$ cat src/rtl/rtc_pkg.sv
// rtc_pkg: shared constants and helpers for the RTC register bank.
//   - default RTC addresses and BCD limits for year/month/day/hour/minute/
//     second and the three timer registers
//   - control register addresses and values
//   - BCD increment/decrement with wrap, and a BCD range check
package rtc_pkg;

  typedef logic [7:0] bcd_t;

  // RTC addresses
  localparam bcd_t ADDR_TMR0   = 8'h41;
  localparam bcd_t ADDR_TMR1   = 8'h42;
  localparam bcd_t ADDR_TMR2   = 8'h43;
  localparam bcd_t ADDR_SEC    = 8'h21;
  localparam bcd_t ADDR_MINUTE = 8'h22;
  localparam bcd_t ADDR_HOUR   = 8'h23;
  localparam bcd_t ADDR_DAY    = 8'h24;
  localparam bcd_t ADDR_MONTH  = 8'h25;
  localparam bcd_t ADDR_YEAR   = 8'h26;

  // BCD limits
  localparam bcd_t LIM_TMR_MIN   = 8'h00, LIM_TMR_MAX   = 8'h99;
  localparam bcd_t LIM_SEC_MIN   = 8'h00, LIM_SEC_MAX   = 8'h59;
  localparam bcd_t LIM_MINUTE_MIN = 8'h00, LIM_MINUTE_MAX = 8'h59;
  localparam bcd_t LIM_HOUR_MIN  = 8'h00, LIM_HOUR_MAX  = 8'h23;
  localparam bcd_t LIM_DAY_MIN   = 8'h01, LIM_DAY_MAX   = 8'h31;
  localparam bcd_t LIM_MONTH_MIN = 8'h01, LIM_MONTH_MAX = 8'h12;
  localparam bcd_t LIM_YEAR_MIN  = 8'h00, LIM_YEAR_MAX  = 8'h99;

  // Default 9-entry tables, entry 0 in the least significant byte
  localparam logic [71:0] DEF_REG_ADDRS = {ADDR_TMR0, ADDR_TMR1, ADDR_TMR2,
                                           ADDR_SEC, ADDR_MINUTE, ADDR_HOUR,
                                           ADDR_DAY, ADDR_MONTH, ADDR_YEAR};
  localparam logic [71:0] DEF_REG_MIN = {LIM_TMR_MIN, LIM_TMR_MIN, LIM_TMR_MIN,
                                         LIM_SEC_MIN, LIM_MINUTE_MIN, LIM_HOUR_MIN,
                                         LIM_DAY_MIN, LIM_MONTH_MIN, LIM_YEAR_MIN};
  localparam logic [71:0] DEF_REG_MAX = {LIM_TMR_MAX, LIM_TMR_MAX, LIM_TMR_MAX,
                                         LIM_SEC_MAX, LIM_MINUTE_MAX, LIM_HOUR_MAX,
                                         LIM_DAY_MAX, LIM_MONTH_MAX, LIM_YEAR_MAX};

  // Control registers
  localparam bcd_t RTC_CTRL0_ADDR  = 8'h00;
  localparam bcd_t RTC_CTRL0_VAL   = 8'h04;
  localparam bcd_t RTC_CTRL2_ADDR  = 8'h02;
  localparam bcd_t RTC_CTRL2_FIRST = 8'h10;
  localparam bcd_t RTC_CTRL2_NEXT  = 8'h00;

  function automatic bcd_t bcd_inc(input bcd_t v, input bcd_t mn, input bcd_t mx);
    if (v == mx)             return mn;
    else if (v[3:0] == 4'h9) return {v[7:4] + 4'h1, 4'h0};
    else                     return {v[7:4], v[3:0] + 4'h1};
  endfunction

  function automatic bcd_t bcd_dec(input bcd_t v, input bcd_t mn, input bcd_t mx);
    if (v == mn)             return mx;
    else if (v[3:0] == 4'h0) return {v[7:4] - 4'h1, 4'h9};
    else                     return {v[7:4], v[3:0] - 4'h1};
  endfunction

  function automatic logic bcd_in_range(input bcd_t v, input bcd_t mn, input bcd_t mx);
    return (v[7:4] <= 4'h9) && (v[3:0] <= 4'h9) && (v >= mn) && (v <= mx);
  endfunction

endpackage

$ cat src/rtl/rtc_bcd_reg.sv
// rtc_bcd_reg: one BCD time/timer register with wrap-around step and capture.
//   CLK, RST        clock, async active-high reset (value resets to MIN)
//   step_up/step_dn one-cycle step requests (both set: no change)
//   capture, data   load data from the RTC read path
//   cap_err         (RTC_RANGE_CHECK_EN only) captured data was invalid
//   value           current register value
// Macro RTC_RANGE_CHECK_EN: invalid captures load MIN and flag cap_err.
module rtc_bcd_reg
  import rtc_pkg::*;
#(
  parameter bcd_t MIN = 8'h00,
  parameter bcd_t MAX = 8'h99
) (
  input  logic CLK,
  input  logic RST,
  input  logic step_up,
  input  logic step_dn,
  input  logic capture,
  input  bcd_t data,
`ifdef RTC_RANGE_CHECK_EN
  output logic cap_err,
`endif
  output bcd_t value
);

  bcd_t value_q, value_d;

  // A step takes priority over a capture in the same cycle.
  always_comb begin
    value_d = value_q;
`ifdef RTC_RANGE_CHECK_EN
    cap_err = 1'b0;
`endif
    if (step_up && !step_dn) begin
      value_d = bcd_inc(value_q, MIN, MAX);
    end else if (step_dn && !step_up) begin
      value_d = bcd_dec(value_q, MIN, MAX);
    end else if (capture) begin
`ifdef RTC_RANGE_CHECK_EN
      if (bcd_in_range(data, MIN, MAX)) begin
        value_d = data;
      end else begin
        value_d = MIN;
        cap_err = 1'b1;
      end
`else
      value_d = data;
`endif
    end
  end

  always_ff @(posedge CLK or posedge RST) begin
    if (RST) value_q <= MIN;
    else     value_q <= value_d;
  end

  assign value = value_q;

endmodule

$ cat src/rtl/rtc_reg_bank.sv
// rtc_reg_bank: BCD register bank between the RTC bus sequencer and display.
//   CLK, RST                 clock, async active-high reset
//   ADDR_PH/RD_PH/WR_PH      bus phase flags; ADDR_IN current RTC address
//   BUS_IN / BUS_OUT, BUS_OE sampled bus data / byte to drive and its enable
//   EDIT_EN, SEL, UP, DOWN   user edit of register SEL (level UP/DOWN)
//   REG_FLAT                 all register values, entry i at [8i+7:8i]
//   WB_REQ, WB_ADDR, WB_ACK  write-back of edited (dirty) registers
//   ERR                      sticky capture range error
// Macro RTC_RANGE_CHECK_EN enables capture range checking and ERR.
module rtc_reg_bank
  import rtc_pkg::*;
#(
  parameter int unsigned           NUM_REGS    = 9,
  parameter int unsigned           IDX_W       = 4,
  parameter logic [NUM_REGS*8-1:0] REG_ADDRS   = DEF_REG_ADDRS,
  parameter logic [NUM_REGS*8-1:0] REG_MIN     = DEF_REG_MIN,
  parameter logic [NUM_REGS*8-1:0] REG_MAX     = DEF_REG_MAX,
  parameter bcd_t                  CTRL0_ADDR  = RTC_CTRL0_ADDR,
  parameter bcd_t                  CTRL0_VAL   = RTC_CTRL0_VAL,
  parameter bcd_t                  CTRL2_ADDR  = RTC_CTRL2_ADDR,
  parameter bcd_t                  CTRL2_FIRST = RTC_CTRL2_FIRST,
  parameter bcd_t                  CTRL2_NEXT  = RTC_CTRL2_NEXT
) (
  input  logic                  CLK,
  input  logic                  RST,
  input  logic                  ADDR_PH,
  input  logic                  RD_PH,
  input  logic                  WR_PH,
  input  logic [7:0]            ADDR_IN,
  input  logic [7:0]            BUS_IN,
  output logic [7:0]            BUS_OUT,
  output logic                  BUS_OE,
  input  logic                  EDIT_EN,
  input  logic [IDX_W-1:0]      SEL,
  input  logic                  UP,
  input  logic                  DOWN,
  output logic [NUM_REGS*8-1:0] REG_FLAT,
  output logic                  WB_REQ,
  output logic [7:0]            WB_ADDR,
  input  logic                  WB_ACK,
  output logic                  ERR
);

  logic                up_s1_q, up_s2_q, dn_s1_q, dn_s2_q;
  logic [NUM_REGS-1:0] dirty_q, dirty_d;
  logic                init_q, init_d;
  bcd_t                data_q, data_d;

  logic                up_pulse, dn_pulse, sel_ok, step_ok, wb_found;
  logic [NUM_REGS-1:0] sel_hit, cap_en, step_up_v, step_dn_v, wb_hit;
  bcd_t                wb_addr;

  // Two-stage edge detect: the pulse is live in the cycle after UP/DOWN is
  // first sampled, so the register moves on the second edge.
  always_comb begin
    up_pulse = up_s1_q & ~up_s2_q;
    dn_pulse = dn_s1_q & ~dn_s2_q;
    sel_ok   = EDIT_EN && (32'(SEL) < NUM_REGS);
    step_ok  = sel_ok && (up_pulse ^ dn_pulse);
    for (int unsigned i = 0; i < NUM_REGS; i++) begin
      sel_hit[i]   = sel_ok && (32'(SEL) == i);
      step_up_v[i] = step_ok && sel_hit[i] && up_pulse;
      step_dn_v[i] = step_ok && sel_hit[i] && dn_pulse;
      // An edited register that is still pending write-back ignores reads.
      cap_en[i]    = RD_PH && (ADDR_IN == REG_ADDRS[8*i +: 8]) &&
                     !(sel_hit[i] && dirty_q[i]);
    end
  end

  // Lowest-index dirty register
  always_comb begin
    wb_found = 1'b0;
    wb_hit   = '0;
    wb_addr  = '0;
    for (int unsigned i = 0; i < NUM_REGS; i++) begin
      if (dirty_q[i] && !wb_found) begin
        wb_found  = 1'b1;
        wb_hit[i] = 1'b1;
        wb_addr   = REG_ADDRS[8*i +: 8];
      end
    end
  end

  // Ack clears first, then a same-cycle step re-sets: the edit wins.
  always_comb begin
    dirty_d = dirty_q;
    if (WB_ACK)  dirty_d = dirty_d & ~wb_hit;
    if (step_ok) dirty_d = dirty_d | sel_hit;
  end

  always_comb begin
    init_d = init_q | (ADDR_IN == CTRL2_ADDR);
    data_d = 8'hFF;
    if (ADDR_IN == CTRL0_ADDR)      data_d = CTRL0_VAL;
    else if (ADDR_IN == CTRL2_ADDR) data_d = init_q ? CTRL2_NEXT : CTRL2_FIRST;
    for (int unsigned i = 0; i < NUM_REGS; i++) begin
      if (ADDR_IN == REG_ADDRS[8*i +: 8]) data_d = REG_FLAT[8*i +: 8];
    end
  end

  always_ff @(posedge CLK or posedge RST) begin
    if (RST) begin
      up_s1_q <= 1'b0;
      up_s2_q <= 1'b0;
      dn_s1_q <= 1'b0;
      dn_s2_q <= 1'b0;
      dirty_q <= '0;
      init_q  <= 1'b0;
      data_q  <= 8'hFF;
    end else begin
      up_s1_q <= UP;
      up_s2_q <= up_s1_q;
      dn_s1_q <= DOWN;
      dn_s2_q <= dn_s1_q;
      dirty_q <= dirty_d;
      init_q  <= init_d;
      data_q  <= data_d;
    end
  end

`ifdef RTC_RANGE_CHECK_EN
  logic [NUM_REGS-1:0] cap_err;
  logic                err_q, err_d;

  always_comb err_d = err_q | (|cap_err);

  always_ff @(posedge CLK or posedge RST) begin
    if (RST) err_q <= 1'b0;
    else     err_q <= err_d;
  end

  assign ERR = err_q;
`else
  assign ERR = 1'b0;
`endif

  for (genvar g = 0; g < NUM_REGS; g++) begin : g_reg
    rtc_bcd_reg #(
      .MIN (REG_MIN[8*g +: 8]),
      .MAX (REG_MAX[8*g +: 8])
    ) u_reg (
      .CLK     (CLK),
      .RST     (RST),
      .step_up (step_up_v[g]),
      .step_dn (step_dn_v[g]),
      .capture (cap_en[g]),
      .data    (BUS_IN),
`ifdef RTC_RANGE_CHECK_EN
      .cap_err (cap_err[g]),
`endif
      .value   (REG_FLAT[8*g +: 8])
    );
  end

  assign WB_REQ  = |dirty_q;
  assign WB_ADDR = wb_addr;
  assign BUS_OUT = ADDR_PH ? ADDR_IN : data_q;
  assign BUS_OE  = ADDR_PH | WR_PH;

endmodule

$ cat config.mk
export PLATFORM = sky130hd
export DESIGN_NAME = rtc_reg_bank
export DESIGN_NICKNAME = d
export VERILOG_FILES = /design/src/rtl/rtc_pkg.sv /design/src/rtl/rtc_bcd_reg.sv /design/src/rtl/rtc_reg_bank.sv
export SDC_FILE = /design/constraint.sdc
export NUM_CORES = 1
export LEC_CHECK = 0
export ABC_CLOCK_PERIOD_IN_PS = 7400
export BUFFER_PORTS_ARGS = -buffer_cell sky130_fd_sc_hd__buf_2
export CORE_MARGIN = 2
export CORE_UTILIZATION = 45
export CTS_CLUSTER_SIZE = 14
export DETAILED_ROUTE_END_ITERATION = 12
export PLACE_DENSITY = 0.64
export SLEW_MARGIN = 20
export SYNTH_ARGS = -nofsm -noshare
export SYNTH_HDL_FRONTEND = slang
export SYNTH_SLANG_ARGS = --single-unit
$ cat constraint.sdc
create_clock -name CLK -period 7.4 [get_ports CLK]
set_clock_uncertainty 0.05 [all_clocks]
set_input_delay 0.37 -clock CLK [delete_from_list [all_inputs] [get_ports CLK]]
set_output_delay 0.37 -clock CLK [all_outputs]
set_load 0.02 [all_outputs]
==> summary.md <==
| Metric | Value |
|---|---|
| Status | `completed` |
| Crit path launch type | `flip-flop` |
| Critical path's largest stage delay | `0.55 ns` |
| Ports | `120` |
| Power per cell area | `around 200 nW/um2` |
| CP Data Arrival Time | `between 3 and 4 ns` |
| Int Pwr | `1.137 mW` |
| 1st-iter DRT viols | `911` |
| Critical path class | `reg -> reg` |
| Met2 WL | `14.89 mm` |
| Max rail drop VDD | `113.0 uV` |
| Most Frequent Cell on Critical Path | `nor2_1` |
| Clock Latency Late Sink | `0.36 ns` |
| Sw frac | `44.78%` |
| Crit path buf inv count | `1` |
| Die X | `149.9 um` |
| Starting Density | `about 46%` |
| Slew @ Worst Pin | `~1.0 ns` |
| Synth area leader | `dfrtp_1` |
| Post-CTS resize count | `0` |
| Area of the multi-input gates | `6489 um2` |
| # rows | `53` |
| Routed wl met3 | `2.133 mm` |
| Final GP Congestion | `1.026` |
| Max_cap viols | `0` |
| Synth top area cells | `dfrtp_1, ha_1, a21oi_1` |
| DR vias/cell | `6.307` |
| CORE AREA | `20,960 um2` |
| Full die area | `22,470 um2` |
| Number of synthesized flops with an enable pin | `0` |
| Gate Count Post-Synth | `1,245` |
| Post-layout nets | `1,390` |
| Htree depth | `3` |
| Count of input and output buffers | `115` |
| Synth cell types | `99` |
| Post-synthesis async set-or-reset flop share | `100.0%` |
| Vias after detailed routing | `9,914` |
| Required time of the critical path | `around 7.6 ns` |
| Fmax | `293.6 MHz` |
| Vias in the first global route | `8,823` |
| Endpoints failing hold | `0` |
| WL final | `around 33 mm` |
| Leakage | `4.356 nW` |
| Switching power | `0.9216 mW` |
| Initial antenna violation count | `0` |
| Post-Syn Area | `9579 um2` |
| First-pass GRT wire length | `about 50 mm` |
| CTS Buf Count | `9` |
| TritonCTS clock tree | `built` |
| # clock sinks | `94` |
| Largest net degree at the start of global routing | `61` |
| Tcrit/Tclk final | `46.02%` |
| Top FF cell, synth | `dfrtp_1` |
| Remaining antenna violation count | `0` |
| Critical-path maximum fanout | `8` |
| Mapped Avg Cell Area | `about 7.7 um2` |
| Die Ht | `149.9 um` |
| Combinational fraction of design power | `37.5%` |
| Final core utilization | `49.86%` |
| Top Metal Used | `met4` |
| WL/cell | `20.77 um` |
| Sequential Power Share | `40.5%` |
| Hpwl dp | `24.08 mm` |
| GRT overflow | `0` |
| Share of layout cells above drive strength 1 | `14.35%` |
| Warnings from Yosys | `0` |
| Final setup viols | `0` |
| Minimum clock period | `3.406 ns` |
| P&R area growth vs syn | `9.065%` |
| Top delay family on crit path | `simple AND/OR/NAND/NOR gates` |
| 1st-pass router iterations | `5` |
| Register Area | `2365 um2` |
| DRC violations left | `0` |
| Endpoint class of the critical path | `flip-flop` |
| Post-synthesis register bit count | `94` |
| Fill count | `2,083` |
| Slowest-stage cell, CP | `nor3_1` |
| Register area share after synthesis | `24.69%` |
| Crit-path cells | `nor2b_1, nor2_1, o21ai_0, nor2_1, nand2_1, ha_1, inv_1, nor3_1, a221o_1, a41oi_1, a21oi_1` |
| Max Slew Vio Count | `0` |
| Clock power share | `between 20% and 30%` |
| Yosys top cell area share | `21.94%` |
| Clock edge transition at the registers on the reported setup and hold paths | `0.07 ns` |
| Post-Route M1 WL | `14.58 mm` |
| Clock buffer depth | `2` |
| Relative slew slack | `29.91%` |
| Unrepaired setup endpoints after global routing | `no` |
| Clock root buffer | `clkbuf_16` |
| Final setup TNS | `0 ns` |
| Hold WC Path Type | `in -> reg` |
| All-Layer GR Usage | `28.75%` |
layer usage:
metal  vias up  global-route usage [%]
met5         -                       0
met2       421                   44.82
met3        68                   3.628
met1      4739                   40.28
li1       4686                       -
met4         0                   11.60
cell families after synthesis:
group / count (synthesis) / synth area share [%]
adder cells (fa/ha/maj): 70 / 9.143
buffers and inverters: 186 / 7.693
other: 1 / 0.03915
XOR/XNOR: 6 / 0.5486
AND/OR/NAND/NOR: 439 / 24.70
multiplexers: 27 / 3.056
AO/OA/AOI/OAI: 422 / 30.13
flip-flops: 94 / 24.69
synthesized netlist by cell type (6+ instances only):
cell	count
buf_2	10
buf_1	8
ha_1	70
a221oi_1	10
nand2b_1	22
a31oi_1	23
o221ai_1	6
nor2b_1	24
nand3_1	36
nand3b_1	11
nor4_1	9
o22ai_1	27
o21ai_1	44
nor4b_1	9
o21ai_0	49
inv_1	100
and3b_1	9
o211ai_1	9
clkbuf_1	62
a21oi_1	85
a22o_1	11
mux2_2	14
nand2_1	91
and2_1	9
o31ai_1	15
a311oi_1	7
o21bai_1	11
o32ai_1	9
a22oi_1	14
dfstp_2	10
and3_1	7
nor3_1	41
o21a_1	10
dfrtp_1	84
mux2i_1	9
nor2_1	109
a211oi_1	17
or3b_2	9
nor3b_1	15
area by class of cell:
class                   instances  share of cell area, %
clock buffers                  12                  2.359
inverters                     100                  3.617
multi-input cells             968                  62.11
flip-flops and latches         94                  22.63
repair buffers                118                  5.749
well taps                     275                  3.293
clock inverters                 4                 0.2156
diodes                          1                0.02395
layout by cell type, fill, tap and decap left out, types with 10 or more instances in the layout:
master / netlist / layout
o21a_1: 10 / 10
a21oi_1: 85 / 85
o22ai_1: 27 / 27
a221oi_1: 10 / 10
mux2_2: 14 / 14
nor2_1: 109 / 109
nor3b_1: 15 / 15
a22oi_1: 14 / 14
inv_1: 100 / 99
dfstp_2: 10 / 10
a211oi_1: 17 / 17
o21ai_1: 44 / 44
buf_2: 10 / 115
nor3_1: 41 / 41
o21ai_0: 49 / 49
dfrtp_1: 84 / 84
o21bai_1: 11 / 11
a22o_1: 11 / 11
nand3b_1: 11 / 11
nand3_1: 36 / 36
nand2_1: 91 / 91
o31ai_1: 15 / 15
a31oi_1: 23 / 23
nand2b_1: 22 / 22
ha_1: 70 / 70
nor2b_1: 24 / 24
power by group through the flow:
stage / clock network, mW / registers (mW) / logic [mW]
2_1_floorplan: 0 / 0.816 / 0.516
3_3_place_gp: 0 / 0.837 / 0.758
3_5_place_dp: 0 / 0.837 / 0.763
4_1_cts: 0.463 / 0.827 / 0.768
5_1_grt: 0.480 / 0.852 / 0.852
6_report: 0.453 / 0.834 / 0.771
worst paths after layout:
path,slack (ns),cells after the start,to,start
worst max-delay path,3.99,11,g_reg[2].u_reg.value[6],dn_s1_q
worst min-delay path,0.1,1,dn_s1_q,DOWN
worst max register to register,3.99,11,g_reg[2].u_reg.value[6],dn_s1_q
worst min register to register,0.35,0,up_s2_q,up_s1_q
max in group asynchronous,5.55,4,g_reg[8].u_reg.value[0],RST
min in group asynchronous,0.53,3,g_reg[3].u_reg.value[4],RST
registers in the layout (all words and copies together) (netlist names):
signal	cells
data_q	8
up_s2_q	1
g.u_reg.value	72
init_q	1
dn_s1_q	1
up_s1_q	1
dn_s2_q	1
dirty_q	9
stage by stage:
| stage | setup WS (ns) | instances | power (mW) | hold WS, ns | cell area (um2) |
|---|---|---|---|---|---|
| 2_1_floorplan | 4.548 | 1248 | 1.332 | 0.3177 | 9590 |
| 3_3_place_gp | 4.185 | 1554 | 1.595 | 0.3274 | 10170 |
| 3_5_place_dp | 4.104 | 1554 | 1.600 | 0.3368 | 10170 |
| 4_1_cts | 4.115 | 1571 | 2.058 | 0.08751 | 10450 |
| 5_1_grt | 3.779 | 1571 | 2.184 | 0.09306 | 10450 |
| 6_report | 3.994 | 1572 | 2.058 | 0.09615 | 10450 |
what timing repair did:
action	in CTS	in global routing
hold buffers	1	0
buffers inserted	0	0
hold endpoints to repair	1	0
No activity file was read; power rests on OpenSTA's default activity.
